`src/rtl/mips_pkg.sv`:
```
// Shared MIPS decode constants, widths and helper types for the ID stage.
package mips_pkg;

  localparam int NB_REG      = 32;
  localparam int NB_INSTR    = 32;
  localparam int N_REGS      = 32;
  localparam int NB_REG_ADDR = 5;
  localparam int NB_INM_I    = 16;
  localparam int NB_INM_J    = 26;
  localparam int NB_OP       = 6;

  localparam logic [NB_OP-1:0] OP_RTYPE = 6'b000000;
  localparam logic [NB_OP-1:0] OP_J     = 6'b000010;
  localparam logic [NB_OP-1:0] OP_JAL   = 6'b000011;
  localparam logic [NB_OP-1:0] OP_BEQ   = 6'b000100;
  localparam logic [NB_OP-1:0] OP_BNE   = 6'b000101;
  localparam logic [NB_OP-1:0] OP_ANDI  = 6'b001100;
  localparam logic [NB_OP-1:0] OP_ORI   = 6'b001101;
  localparam logic [NB_OP-1:0] OP_XORI  = 6'b001110;

  localparam logic [NB_OP-1:0] FUNCT_JR   = 6'b001000;
  localparam logic [NB_OP-1:0] FUNCT_JALR = 6'b001001;

  // Link register for JAL.
  localparam logic [NB_REG_ADDR-1:0] REG_RA = 5'd31;

  // Coarse instruction class; everything not listed decodes as a NOP.
  typedef enum logic [2:0] {
    CLS_NOP,
    CLS_RTYPE,
    CLS_JUMP,
    CLS_BRANCH,
    CLS_ALUI,
    CLS_LOAD,
    CLS_STORE
  } op_class_t;

  // Control bits carried through ID/EX.
  typedef struct packed {
    logic regwrite;
    logic memread;
    logic memwrite;
    logic memtoreg;
    logic alusrc;
    logic link;
  } ctrl_t;

  function automatic op_class_t classify(input logic [NB_OP-1:0] op);
    op_class_t cls;
    cls = CLS_NOP;
    if (op == OP_RTYPE)                     cls = CLS_RTYPE;
    else if (op == OP_J || op == OP_JAL)    cls = CLS_JUMP;
    else if (op == OP_BEQ || op == OP_BNE)  cls = CLS_BRANCH;
    else if (op[5:3] == 3'b001)             cls = CLS_ALUI;
    else if (op[5:3] == 3'b100)             cls = CLS_LOAD;
    else if (op[5:3] == 3'b101)             cls = CLS_STORE;
    return cls;
  endfunction

endpackage

```
`src/rtl/register_file.sv`:
```
// 2-read / 1-write register file with r0 hard-wired to zero and
// write-first bypass on both read ports.
module register_file #(
  parameter int NB_REG      = 32,
  parameter int N_REGS      = 32,
  parameter int NB_REG_ADDR = 5
) (
  input  logic                   i_clock,
  input  logic                   i_reset,
  input  logic                   i_we,
  input  logic [NB_REG_ADDR-1:0] i_waddr,
  input  logic [NB_REG-1:0]      i_wdata,
  input  logic [NB_REG_ADDR-1:0] i_raddr_a,
  input  logic [NB_REG_ADDR-1:0] i_raddr_b,
  output logic [NB_REG-1:0]      o_rdata_a,
  output logic [NB_REG-1:0]      o_rdata_b
);

  logic [NB_REG-1:0] regs_q [N_REGS];
  logic              write_en;

  assign write_en = i_we && (i_waddr != '0);

  // Storage update; every entry clears on reset.
  // NOTE: the array is reset element by element so it maps to flops; a RAM macro could not be cleared this way.
  always_ff @(posedge i_clock or negedge i_reset) begin
    if (!i_reset) begin
      for (int i = 0; i < N_REGS; i++) regs_q[i] <= '0;
    end else if (write_en) begin
      regs_q[i_waddr] <= i_wdata;
    end
  end

  // Combinational reads: r0 is zero, a same-cycle write wins over stored data.
  always_comb begin
    o_rdata_a = regs_q[i_raddr_a];
    o_rdata_b = regs_q[i_raddr_b];
    if (write_en && i_waddr == i_raddr_a) o_rdata_a = i_wdata;
    if (write_en && i_waddr == i_raddr_b) o_rdata_b = i_wdata;
    if (i_raddr_a == '0) o_rdata_a = '0;
    if (i_raddr_b == '0) o_rdata_b = '0;
  end

endmodule

```
`src/rtl/instruction_decode.sv`:
```
// MIPS ID stage: register read, control decode, hazard detection,
// early branch/jump resolution for fetch, and the ID/EX pipeline register.
module instruction_decode #(
  parameter int NB_REG      = mips_pkg::NB_REG,
  parameter int NB_INSTR    = mips_pkg::NB_INSTR,
  parameter int N_REGS      = mips_pkg::N_REGS,
  parameter int NB_REG_ADDR = mips_pkg::NB_REG_ADDR,
  parameter int NB_INM_I    = mips_pkg::NB_INM_I,
  parameter int NB_INM_J    = mips_pkg::NB_INM_J
) (
  input  logic                   i_clock,
  input  logic                   i_reset,
  input  logic                   i_valid,
  input  logic [NB_INSTR-1:0]    i_instr,
  input  logic [NB_REG-1:0]      i_pc,
  input  logic                   i_wb_we,
  input  logic [NB_REG_ADDR-1:0] i_wb_addr,
  input  logic [NB_REG-1:0]      i_wb_data,
  input  logic                   i_ex_regwrite,
  input  logic                   i_ex_memread,
  input  logic [NB_REG_ADDR-1:0] i_ex_dest,
  input  logic                   i_mem_regwrite,
  input  logic [NB_REG_ADDR-1:0] i_mem_dest,
  output logic [NB_INM_I-1:0]    o_inm_i,
  output logic [NB_INM_J-1:0]    o_inm_j,
  output logic [NB_REG-1:0]      o_rs,
  output logic                   o_branch,
  output logic                   o_jump_inm,
  output logic                   o_jump_rs,
  output logic                   o_hazard,
  output logic [NB_REG-1:0]      o_rs_data,
  output logic [NB_REG-1:0]      o_rt_data,
  output logic [NB_REG-1:0]      o_inm,
  output logic [NB_REG_ADDR-1:0] o_rs_addr,
  output logic [NB_REG_ADDR-1:0] o_rt_addr,
  output logic [NB_REG_ADDR-1:0] o_rd_dest,
  output logic [5:0]             o_opcode,
  output logic [5:0]             o_funct,
  output logic [NB_REG-1:0]      o_link_addr,
  output logic                   o_regwrite,
  output logic                   o_memread,
  output logic                   o_memwrite,
  output logic                   o_memtoreg,
  output logic                   o_alusrc,
  output logic                   o_link
);

  import mips_pkg::*;

  typedef struct packed {
    logic [NB_REG-1:0]      rs_data;
    logic [NB_REG-1:0]      rt_data;
    logic [NB_REG-1:0]      inm;
    logic [NB_REG-1:0]      link_addr;
    logic [NB_REG_ADDR-1:0] rs_addr;
    logic [NB_REG_ADDR-1:0] rt_addr;
    logic [NB_REG_ADDR-1:0] rd_dest;
    logic [NB_OP-1:0]       opcode;
    logic [NB_OP-1:0]       funct;
    ctrl_t                  ctrl;
  } id_ex_t;

  logic [NB_OP-1:0]       opcode;
  logic [NB_OP-1:0]       funct;
  logic [NB_REG_ADDR-1:0] rs_addr;
  logic [NB_REG_ADDR-1:0] rt_addr;
  logic [NB_REG_ADDR-1:0] rd_addr;
  op_class_t              op_class;
  logic                   is_jump_reg;

  logic [NB_REG-1:0]      rs_val;
  logic [NB_REG-1:0]      rt_val;
  logic [NB_REG-1:0]      inm_ext;

  ctrl_t                  ctrl_d;
  logic [NB_REG_ADDR-1:0] rd_dest_d;
  logic                   reads_rt;
  logic                   early_rs;
  logic                   early_rt;

  logic                   load_use;
  logic                   early_dep;
  logic                   step_ok;

  id_ex_t                 id_ex_d;
  id_ex_t                 id_ex_q;

  assign opcode      = i_instr[31:26];
  assign rs_addr     = i_instr[25:21];
  assign rt_addr     = i_instr[20:16];
  assign rd_addr     = i_instr[15:11];
  assign funct       = i_instr[5:0];
  assign op_class    = classify(opcode);
  assign is_jump_reg = (op_class == CLS_RTYPE) && (funct == FUNCT_JR || funct == FUNCT_JALR);

  assign o_inm_i = i_instr[NB_INM_I-1:0];
  assign o_inm_j = i_instr[NB_INM_J-1:0];
  assign o_rs    = rs_val;

  register_file #(
    .NB_REG      (NB_REG),
    .N_REGS      (N_REGS),
    .NB_REG_ADDR (NB_REG_ADDR)
  ) u_register_file (
    .i_clock   (i_clock),
    .i_reset   (i_reset),
    .i_we      (i_wb_we && i_valid),
    .i_waddr   (i_wb_addr),
    .i_wdata   (i_wb_data),
    .i_raddr_a (rs_addr),
    .i_raddr_b (rt_addr),
    .o_rdata_a (rs_val),
    .o_rdata_b (rt_val)
  );

  // Logical ops zero-extend their immediate, everything else sign-extends.
  always_comb begin
    if (opcode == OP_ANDI || opcode == OP_ORI || opcode == OP_XORI)
      inm_ext = {{(NB_REG-NB_INM_I){1'b0}}, o_inm_i};
    else
      inm_ext = {{(NB_REG-NB_INM_I){o_inm_i[NB_INM_I-1]}}, o_inm_i};
  end

  // Control decode and which source registers the instruction consumes.
  always_comb begin
    // NOTE: every output gets a default before the case so no path leaves one unassigned (no latch).
    ctrl_d    = '0;
    rd_dest_d = '0;
    reads_rt  = 1'b0;
    early_rs  = 1'b0;
    early_rt  = 1'b0;
    unique case (op_class)
      CLS_RTYPE: begin
        reads_rt = 1'b1;
        early_rs = is_jump_reg;
        if (funct != FUNCT_JR) begin
          ctrl_d.regwrite = 1'b1;
          ctrl_d.link     = (funct == FUNCT_JALR);
          rd_dest_d       = rd_addr;
        end
      end
      CLS_JUMP: begin
        if (opcode == OP_JAL) begin
          ctrl_d.regwrite = 1'b1;
          ctrl_d.link     = 1'b1;
          rd_dest_d       = REG_RA;
        end
      end
      CLS_BRANCH: begin
        reads_rt = 1'b1;
        early_rs = 1'b1;
        early_rt = 1'b1;
      end
      CLS_ALUI: begin
        ctrl_d.regwrite = 1'b1;
        ctrl_d.alusrc   = 1'b1;
        rd_dest_d       = rt_addr;
      end
      CLS_LOAD: begin
        ctrl_d.regwrite = 1'b1;
        ctrl_d.memread  = 1'b1;
        ctrl_d.memtoreg = 1'b1;
        ctrl_d.alusrc   = 1'b1;
        rd_dest_d       = rt_addr;
      end
      CLS_STORE: begin
        reads_rt        = 1'b1;
        ctrl_d.memwrite = 1'b1;
        ctrl_d.alusrc   = 1'b1;
      end
      default: ;
    endcase
  end

  // Stall on load-use, or when an early-resolved branch/jump needs a value still in flight.
  always_comb begin
    load_use  = i_ex_memread && (i_ex_dest != '0) &&
                ((i_ex_dest == rs_addr) || (reads_rt && i_ex_dest == rt_addr));
    early_dep = 1'b0;
    if (i_ex_regwrite && i_ex_dest != '0)
      early_dep = (early_rs && i_ex_dest == rs_addr) || (early_rt && i_ex_dest == rt_addr);
    if (i_mem_regwrite && i_mem_dest != '0)
      early_dep = early_dep ||
                  (early_rs && i_mem_dest == rs_addr) || (early_rt && i_mem_dest == rt_addr);
    o_hazard = load_use || early_dep;
  end

  // Redirect requests to fetch, suppressed while stalled or not stepping.
  always_comb begin
    step_ok    = i_valid && !o_hazard;
    o_branch   = step_ok && (((opcode == OP_BEQ) && (rs_val == rt_val)) ||
                             ((opcode == OP_BNE) && (rs_val != rt_val)));
    o_jump_inm = step_ok && (op_class == CLS_JUMP);
    o_jump_rs  = step_ok && is_jump_reg;
  end

  // Next ID/EX contents; a stall injects a bubble by dropping controls and destination.
  always_comb begin
    id_ex_d           = '0;
    id_ex_d.rs_data   = rs_val;
    id_ex_d.rt_data   = rt_val;
    id_ex_d.inm       = inm_ext;
    id_ex_d.link_addr = i_pc + NB_REG'(4);
    id_ex_d.rs_addr   = rs_addr;
    id_ex_d.rt_addr   = rt_addr;
    id_ex_d.opcode    = opcode;
    id_ex_d.funct     = funct;
    id_ex_d.ctrl      = o_hazard ? '0 : ctrl_d;
    id_ex_d.rd_dest   = o_hazard ? '0 : rd_dest_d;
  end

  // ID/EX pipeline register, advancing only on a global step.
  always_ff @(posedge i_clock or negedge i_reset) begin
    // NOTE: non-blocking assignments keep every flop sampling pre-edge values, whatever the statement order.
    if (!i_reset)     id_ex_q <= '0;
    else if (i_valid) id_ex_q <= id_ex_d;
  end

  assign o_rs_data   = id_ex_q.rs_data;
  assign o_rt_data   = id_ex_q.rt_data;
  assign o_inm       = id_ex_q.inm;
  assign o_link_addr = id_ex_q.link_addr;
  assign o_rs_addr   = id_ex_q.rs_addr;
  assign o_rt_addr   = id_ex_q.rt_addr;
  assign o_rd_dest   = id_ex_q.rd_dest;
  assign o_opcode    = id_ex_q.opcode;
  assign o_funct     = id_ex_q.funct;
  assign o_regwrite  = id_ex_q.ctrl.regwrite;
  assign o_memread   = id_ex_q.ctrl.memread;
  assign o_memwrite  = id_ex_q.ctrl.memwrite;
  assign o_memtoreg  = id_ex_q.ctrl.memtoreg;
  assign o_alusrc    = id_ex_q.ctrl.alusrc;
  assign o_link      = id_ex_q.ctrl.link;

endmodule

```
`config.mk`:
```
export PLATFORM = sky130hd
export DESIGN_NAME = instruction_decode
export DESIGN_NICKNAME = d
export VERILOG_FILES = /design/src/rtl/mips_pkg.sv /design/src/rtl/register_file.sv /design/src/rtl/instruction_decode.sv
export SDC_FILE = /design/constraint.sdc
export NUM_CORES = 2
export LEC_CHECK = 0
export CORE_MARGIN = 2
export CORE_UTILIZATION = 25
export CTS_BUF_LIST = sky130_fd_sc_hd__clkbuf_16
export CTS_CLUSTER_DIAMETER = 120
export DETAILED_ROUTE_END_ITERATION = 12
export PLACE_DENSITY = 0.51
export SLEW_MARGIN = 20
export SYNTH_ARGS = -nofsm -noshare
export SYNTH_HDL_FRONTEND = slang
export SYNTH_SLANG_ARGS = --single-unit
export TNS_END_PERCENT = 50
```
`constraint.sdc`:
```
create_clock -name i_clock -period 8.6 [get_ports i_clock]
set_input_delay 1.29 -clock i_clock [delete_from_list [all_inputs] [get_ports i_clock]]
set_output_delay 1.29 -clock i_clock [all_outputs]
set_load 0.03 [all_outputs]
```
== After elaboration in Yosys (flattened, before gate mapping) ==
Index checks and enable logic that the tools add are counted.

* Register bits: 1185
* Output and inout bits: 239
* Bits of input ports: 118

* $add $sub $neg: 1
* Multiplexer cells: 38
* Magnitude comparators: 4
* Bitwise operators: 3
* Equality and inequality tests: 27
* Reductions and logical operators: 42

{| class="wikitable"
|+ Operator list
! kind !! count
|-
| $bwmux W1024 || 1
|-
| $bmux W32 S5 || 2
|-
| $mux W32 || 10
|-
| $demux W32 S5 || 1
|-
| $add A32 B3 Y32 const B || 1
|-
| $eq A32 B32 Y1 || 1
|-
| $ne A32 B32 Y1 || 1
|-
| $eq A5 B5 Y1 || 6
|-
| $eq A6 B4 Y1 const B || 5
|-
| $logic_and A1 B1 Y1 || 21
|-
| $ge A6 B6 Y1 const B || 3
|-
| $mux W3 || 6
|-
| $not A5 Y6 || 3
|-
| $eq A3 B3 Y1 const B || 5
|-
| $mux W5 || 3
|-
| $pmux W5 S3 || 1
|-
| $reduce_bool A5 Y1 || 3
|-
| $eq A6 B2 Y1 const B || 2
|-
| $eq A6 B3 Y1 const B || 2
|-
| $logic_or A1 B1 Y1 || 11
|-
| $logic_not A5 Y1 || 2
|-
| $mux W1 || 10
|-
| $eq A3 B1 Y1 const B || 2
|-
| $eq A3 B2 Y1 const B || 2
|-
| other kinds (9) || 11
|}

== Depth between registers and ports, before layout ==
* Depth after elaboration: 20
* Depth in mapped cells: 17

== Hierarchy ==
Synthesis repeated with hierarchy kept, for this count alone.

* Cell total of the unflattened synthesis: 4534
* Area total of the unflattened synthesis: 62546.2 sq um

{| class="wikitable"
|+ By module, submodules not included
! module !! area each (sq um) !! sequential area each (sq um) !! times used !! cells each
|-
| register_file || 55588.3 || 25624.6 || 1 || 3922
|-
| instruction_decode || 6957.9 || 3478.3 || 1 || 612
|}

== Worst setup path after synthesis ==
No wires, ideal clock.

* Kind: input to output
* Start: input port i_instr[18]
* End: output port o_branch
* Cell stages on the path: 14
* Slack: 2149 ps
* Data arrival time: 5161 ps
* Required time: 7310 ps
* Cells stage by stage: buf_2 buf_2 buf_1 clkbuf_1 clkbuf_1 mux4_2 nand2_1 nand3_1 a32o_1 xor2_1 nor3_1 nand3_1 or4_1 a211oi_1

* Cells in the longest elaborated chain, start to end: 11
* Elaborated cells on any way between the ends: 30

{| class="wikitable"
|+ Ends and longest elaborated chain
! item !! line !! source
|-
| start: declaration || instruction_decode.sv:14 || <nowiki>input logic [NB_INSTR-1:0] i_instr,</nowiki>
|-
| parallel branches: the longest is 10 deep, another holds $bmux W32 S5 || n/a ||
|-
| $logic_and A1 B1 Y1 (*) || instruction_decode.sv:191 || <nowiki>o_branch = step_ok && (((opcode == OP_BEQ) && (rs_val == rt_val)) ||</nowiki>
|-
| end: declaration || instruction_decode.sv:27 || <nowiki>output logic o_branch,</nowiki>
|}

Mark *: on every way between the ends. The select of a mux whose other input is x is not followed.

== Worst setup path after layout ==
* Start: input port i_wb_addr[1]
* End: output port o_branch

* Cells in the longest elaborated chain, start to end: 9
* Elaborated cells on any way between the ends: 16

{| class="wikitable"
|+ Ends and longest elaborated chain
! item !! line !! source
|-
| start: declaration || instruction_decode.sv:17 || <nowiki>input logic [NB_REG_ADDR-1:0] i_wb_addr,</nowiki>
|-
| $reduce_bool A5 Y1 || register_file.sv:22 || <nowiki>assign write_en = i_we && (i_waddr != '0);</nowiki>
|-
| $logic_and A1 B1 Y1 || register_file.sv:22 ||
|-
| $logic_and A1 B1 Y1 (on tied branches) || register_file.sv:38, register_file.sv:39 ||
|-
| $mux W32 (on tied branches) || register_file.sv:38, register_file.sv:39 ||
|-
| $mux W32 (on tied branches) || register_file.sv:40, register_file.sv:41 ||
|-
| $eq A32 B32 Y1 / $ne A32 B32 Y1 (equally long branches) || instruction_decode.sv:191, instruction_decode.sv:192 ||
|-
| $logic_and A1 B1 Y1 (on tied branches) || instruction_decode.sv:191, instruction_decode.sv:192 ||
|-
| $logic_or A1 B1 Y1 (*) || instruction_decode.sv:191 ||
|-
| $logic_and A1 B1 Y1 (*) || instruction_decode.sv:191 ||
|}

Mark *: on every way between the ends. The rest lies on a longest branch, timed or not.

==> run_results.csv <==
group,metric,value,unit
grt,grt_pass1_wl,348000,µm
timing,finalSetupViolations,0,
placement,place_ws,-0.0702,ns
worst_setup_path,path_cells,"clkdlybuf4s50_1 -> or2_1 -> buf_4 -> o211a_1 -> a21oi_4 -> a32oi_1 -> o21a_1 -> nor4_2 -> buf_4 -> nand4_1 -> or4_1 -> or4_1 -> a211oi_1 -> buf_4 -> buf_4",
floorplan,ios,357,
cts,h-tree-depth,4,
logic_synthesis,synth_edf_count,0,
power_and_ir_drop,power.leakage,31.3,nW
worst_setup_path,cpPeakStageDelay,0.74,ns
logic_synthesis,synth.avg_cell_area,14.2,µm²
grt,grt_max_degree,167,
worst_setup_path,cp_top_family,"simple AND/OR/NAND/NOR gates",
grt,antenna_found_initial,19,
timing,max_freq,0.118,GHz
final_layout,final_nets,4666,
timing,min_period_over_period,98.4,%
logic_synthesis,synth_fp_nets,4504,
drt,drc_errors,0,
drt,ant_nets,0,
worst_setup_path,crit_path_start_kind,"input pin",
drt,drt_pass1_iterations,5,
timing,tns,0,ns
cts,cts-buffers-inserted,141,
floorplan,fp-row-count,183,
logic_synthesis,ys_ff_latch,1163,
drt,wl_per_cell,31.0,µm
cts,path_clk_slew,0.06,ns
min_path,min_path_type,"reg2reg",
logic_synthesis,synthArstFlopShare,100,%
timing,slew_viol_final,0,
worst_setup_path,required,7.31,ns
timing,min_period,8.46,ns
logic_synthesis,synth.distinct_cells,75,
worst_setup_path,cpMostUsedCell,"buf_4",
cts,clk_path_buf_depth,3,
drt,wl,248000,µm
drt,drt_iter0_drc,4070,
floorplan,die_w,503,µm
timing,finalHoldViolCount,0,
cts,clkLatencyLatePin,0.82,ns
placement,detailed_place_hpwl,156000,µm
worst_setup_path,end_kind,"output port",
cts,cts_tree,"yes",
worst_setup_path,path_class,"in2out",
drt,viasPerCell,5.28,
timing,slew_headroom,19.6,%
timing,worst_slew_pin_slew,1.20,ns
floorplan,initial_core_util,25.1,%
logic_synthesis,syn-cell-area,0.0623,mm²
power_and_ir_drop,power_density,214,mW/mm²
final_layout,final.fill_count,25000,
placement,globalplace.congestion,0.850,
logic_synthesis,synthTopCellsByArea,"dfrtp_1, mux2_2, mux4_2",
logic_synthesis,synthCells,4385,
run,maxCapViolCount,0,
logic_synthesis,synth_top_area_share,46.7,%
logic_synthesis,yosys.area.top_type,"dfrtp_1",
timing,rsz0062_at_grt,"false",
run_status,outcome,"finished clean",
grt,grt_pass1_vias,43000,
worst_setup_path,cpMaxStageDelayCell,"or4_1",
floorplan,die_area,0.253,mm²
cts,post_cts.repair.setup_buffers,0,
grt,grt_usage,19.3,%
logic_synthesis,ys.flop_type,"dfrtp_1",
final_layout,area_delta_synth_final,18.4,%
worst_setup_path,worst-path-buf-inv,5,
logic_synthesis,ys_warn_count,0,
timing,skew,0.0571,ns
floorplan,core,0.248,mm²
cts,cts_sinks,1163,
power_and_ir_drop,ir_drop,0.000223,V
worst_setup_path,critPathMaxFanout,11,
worst_setup_path,arrival,7.17,ns
logic_synthesis,ys_seq_area_share,46.7,%
final_layout,drive_above_1_share,43.7,%
power_and_ir_drop,total_power,15.8,mW
floorplan,die_height,503,µm
grt,grt_overflow_total,0,
timing,finalWorstSetupSlack,0.137,ns
placement,io_buffers,356,
drt,vias,42200,
cts,root_buffer,"clkbuf_16",
[state kept, by name, summed over array words and instances, names as in the netlist, 5 cells and up]
signal / count
o_rs_data: 32
o_rs_addr: 5
o_link_addr: 32
o_rt_data: 32
o_rd_dest: 5
u_register_file.regs_q: 1024
o_opcode: 6
o_rt_addr: 5
o_inm: 17
[Yosys cell counts, drive strengths merged (34+ instances only)]
master / count
a21oi: 89
o22ai: 63
nand2: 122
clkbuf: 276
dfrtp: 1163
mux4: 495
xnor2: 34
nand3: 51
xor2: 50
mux2i: 122
buf: 265
mux2: 1074
o21ai: 38
nor2: 164
a22oi: 53
[kinds of logic (layout without fill, tap and decap cells)]
logic type	count (synthesis)	count (layout)	synth area share, %
AO/OA/AOI/OAI	378	378	4.17
XOR/XNOR	84	84	1.18
adder cells (fa/ha/maj)	1	1	0.0201
buffers and inverters	554	823	4.57
flip-flops	1163	1163	46.7
multiplexers	1691	1691	39.3
other	0	4	0
AND/OR/NAND/NOR	514	514	4.01
[power breakdown]
| part | switching [mW] | total, mW | internal (mW) |
|---|---|---|---|
| Clock | 2.55 | 5.91 | 3.35 |
| Sequential | 0.539 | 6.71 | 6.17 |
| Combinational | 1.58 | 3.14 | 1.56 |
[cells in the final DEF, fill, tap and decap left out, types with 12 or more instances in the layout]
cell,Yosys,routed
a211oi_1,19,19
a21oi_1,88,88
a221o_1,13,13
a221oi_1,16,16
a22oi_1,52,52
a31oi_1,14,14
and3_1,12,12
buf_12,2,19
buf_4,135,187
clkbuf_16,0,144
clkdlybuf4s50_1,0,341
clkinv_1,1,30
clkinv_2,0,21
dfrtp_1,1163,1163
inv_1,12,36
mux2_2,1074,1074
mux2i_1,122,122
mux4_1,13,13
mux4_2,482,482
nand2_1,121,115
nand2b_1,14,14
nand3_1,51,50
nor2_1,162,137
nor2_4,0,25
nor2b_1,30,28
nor3_1,30,30
nor4_1,23,21
o21ai_0,36,35
o22ai_1,63,63
xnor2_1,34,34
xor2_1,50,50
[worst register-to-register path, cell delays in order (launching register included)]
cell and delay, ns:
dfrtp_1 0.40, mux4_2 0.47, mux4_2 0.52, a22oi_1 0.29, o21ai_0 0.11, buf_4 0.18, nor2_1 0.45, nor2_1 0.08
[area by class of cell]
cell class / count / area, µm² / area share (%)
multi-input combinational: 2668 / 30600 / 41.5
sequential: 1163 / 29100 / 39.5
timing repair buffer: 560 / 5340 / 7.24
tap: 3330 / 4170 / 5.65
clock buffer: 144 / 3600 / 4.89
clock inverter: 106 / 877 / 1.19
inverter: 13 / 48.8 / 0.0662
antenna: 4 / 10.0 / 0.0136
[timing repair]
action / in CTS / in global routing
gates resized for setup: 3 / 0
endpoints found under the setup margin: 1 / 0
hold buffers: 0 / 0
[final timing paths]
| check | startpoint | endpoint | slack, ns | depth (start not counted) |
|---|---|---|---|---|
| setup reg to reg | u_register_file.regs_q[6] | o_rs_data[6] | 6.00 | 7 |
| max in group asynchronous | i_reset | u_register_file.regs_q[159] | 6.04 | 3 |
| hold reg to reg | u_register_file.regs_q[1002] | u_register_file.regs_q[1002] | 0.39 | 0 |
| setup / recovery | i_wb_addr[1] | o_branch | 0.14 | 15 |
| hold / removal | u_register_file.regs_q[1002] | u_register_file.regs_q[1002] | 0.39 | 0 |
| min in group asynchronous | i_reset | o_rs_data[25] | 0.47 | 1 |
[stage by stage]
step,util (%),std cells,cell area (µm²),hold WS [ns]
floorplan,-,4385,62300,0.438
global placement,27.9,7734,69300,0.376
detailed placement,27.9,7734,69200,0.380
CTS,29.7,7984,73700,0.393
global route,29.7,7985,73700,0.401
finish,29.7,7988,73800,0.393
[routing by layer]
layer	global-route usage (%)	share of wire [%]	vias up
met5	0	0.031	-
met4	8.26	4.6	12
met1	24.9	41	22900
met2	31.2	47	1884
li1	-	-	16900
met3	4.09	7.6	451
Power figures use the tool's default switching activity.
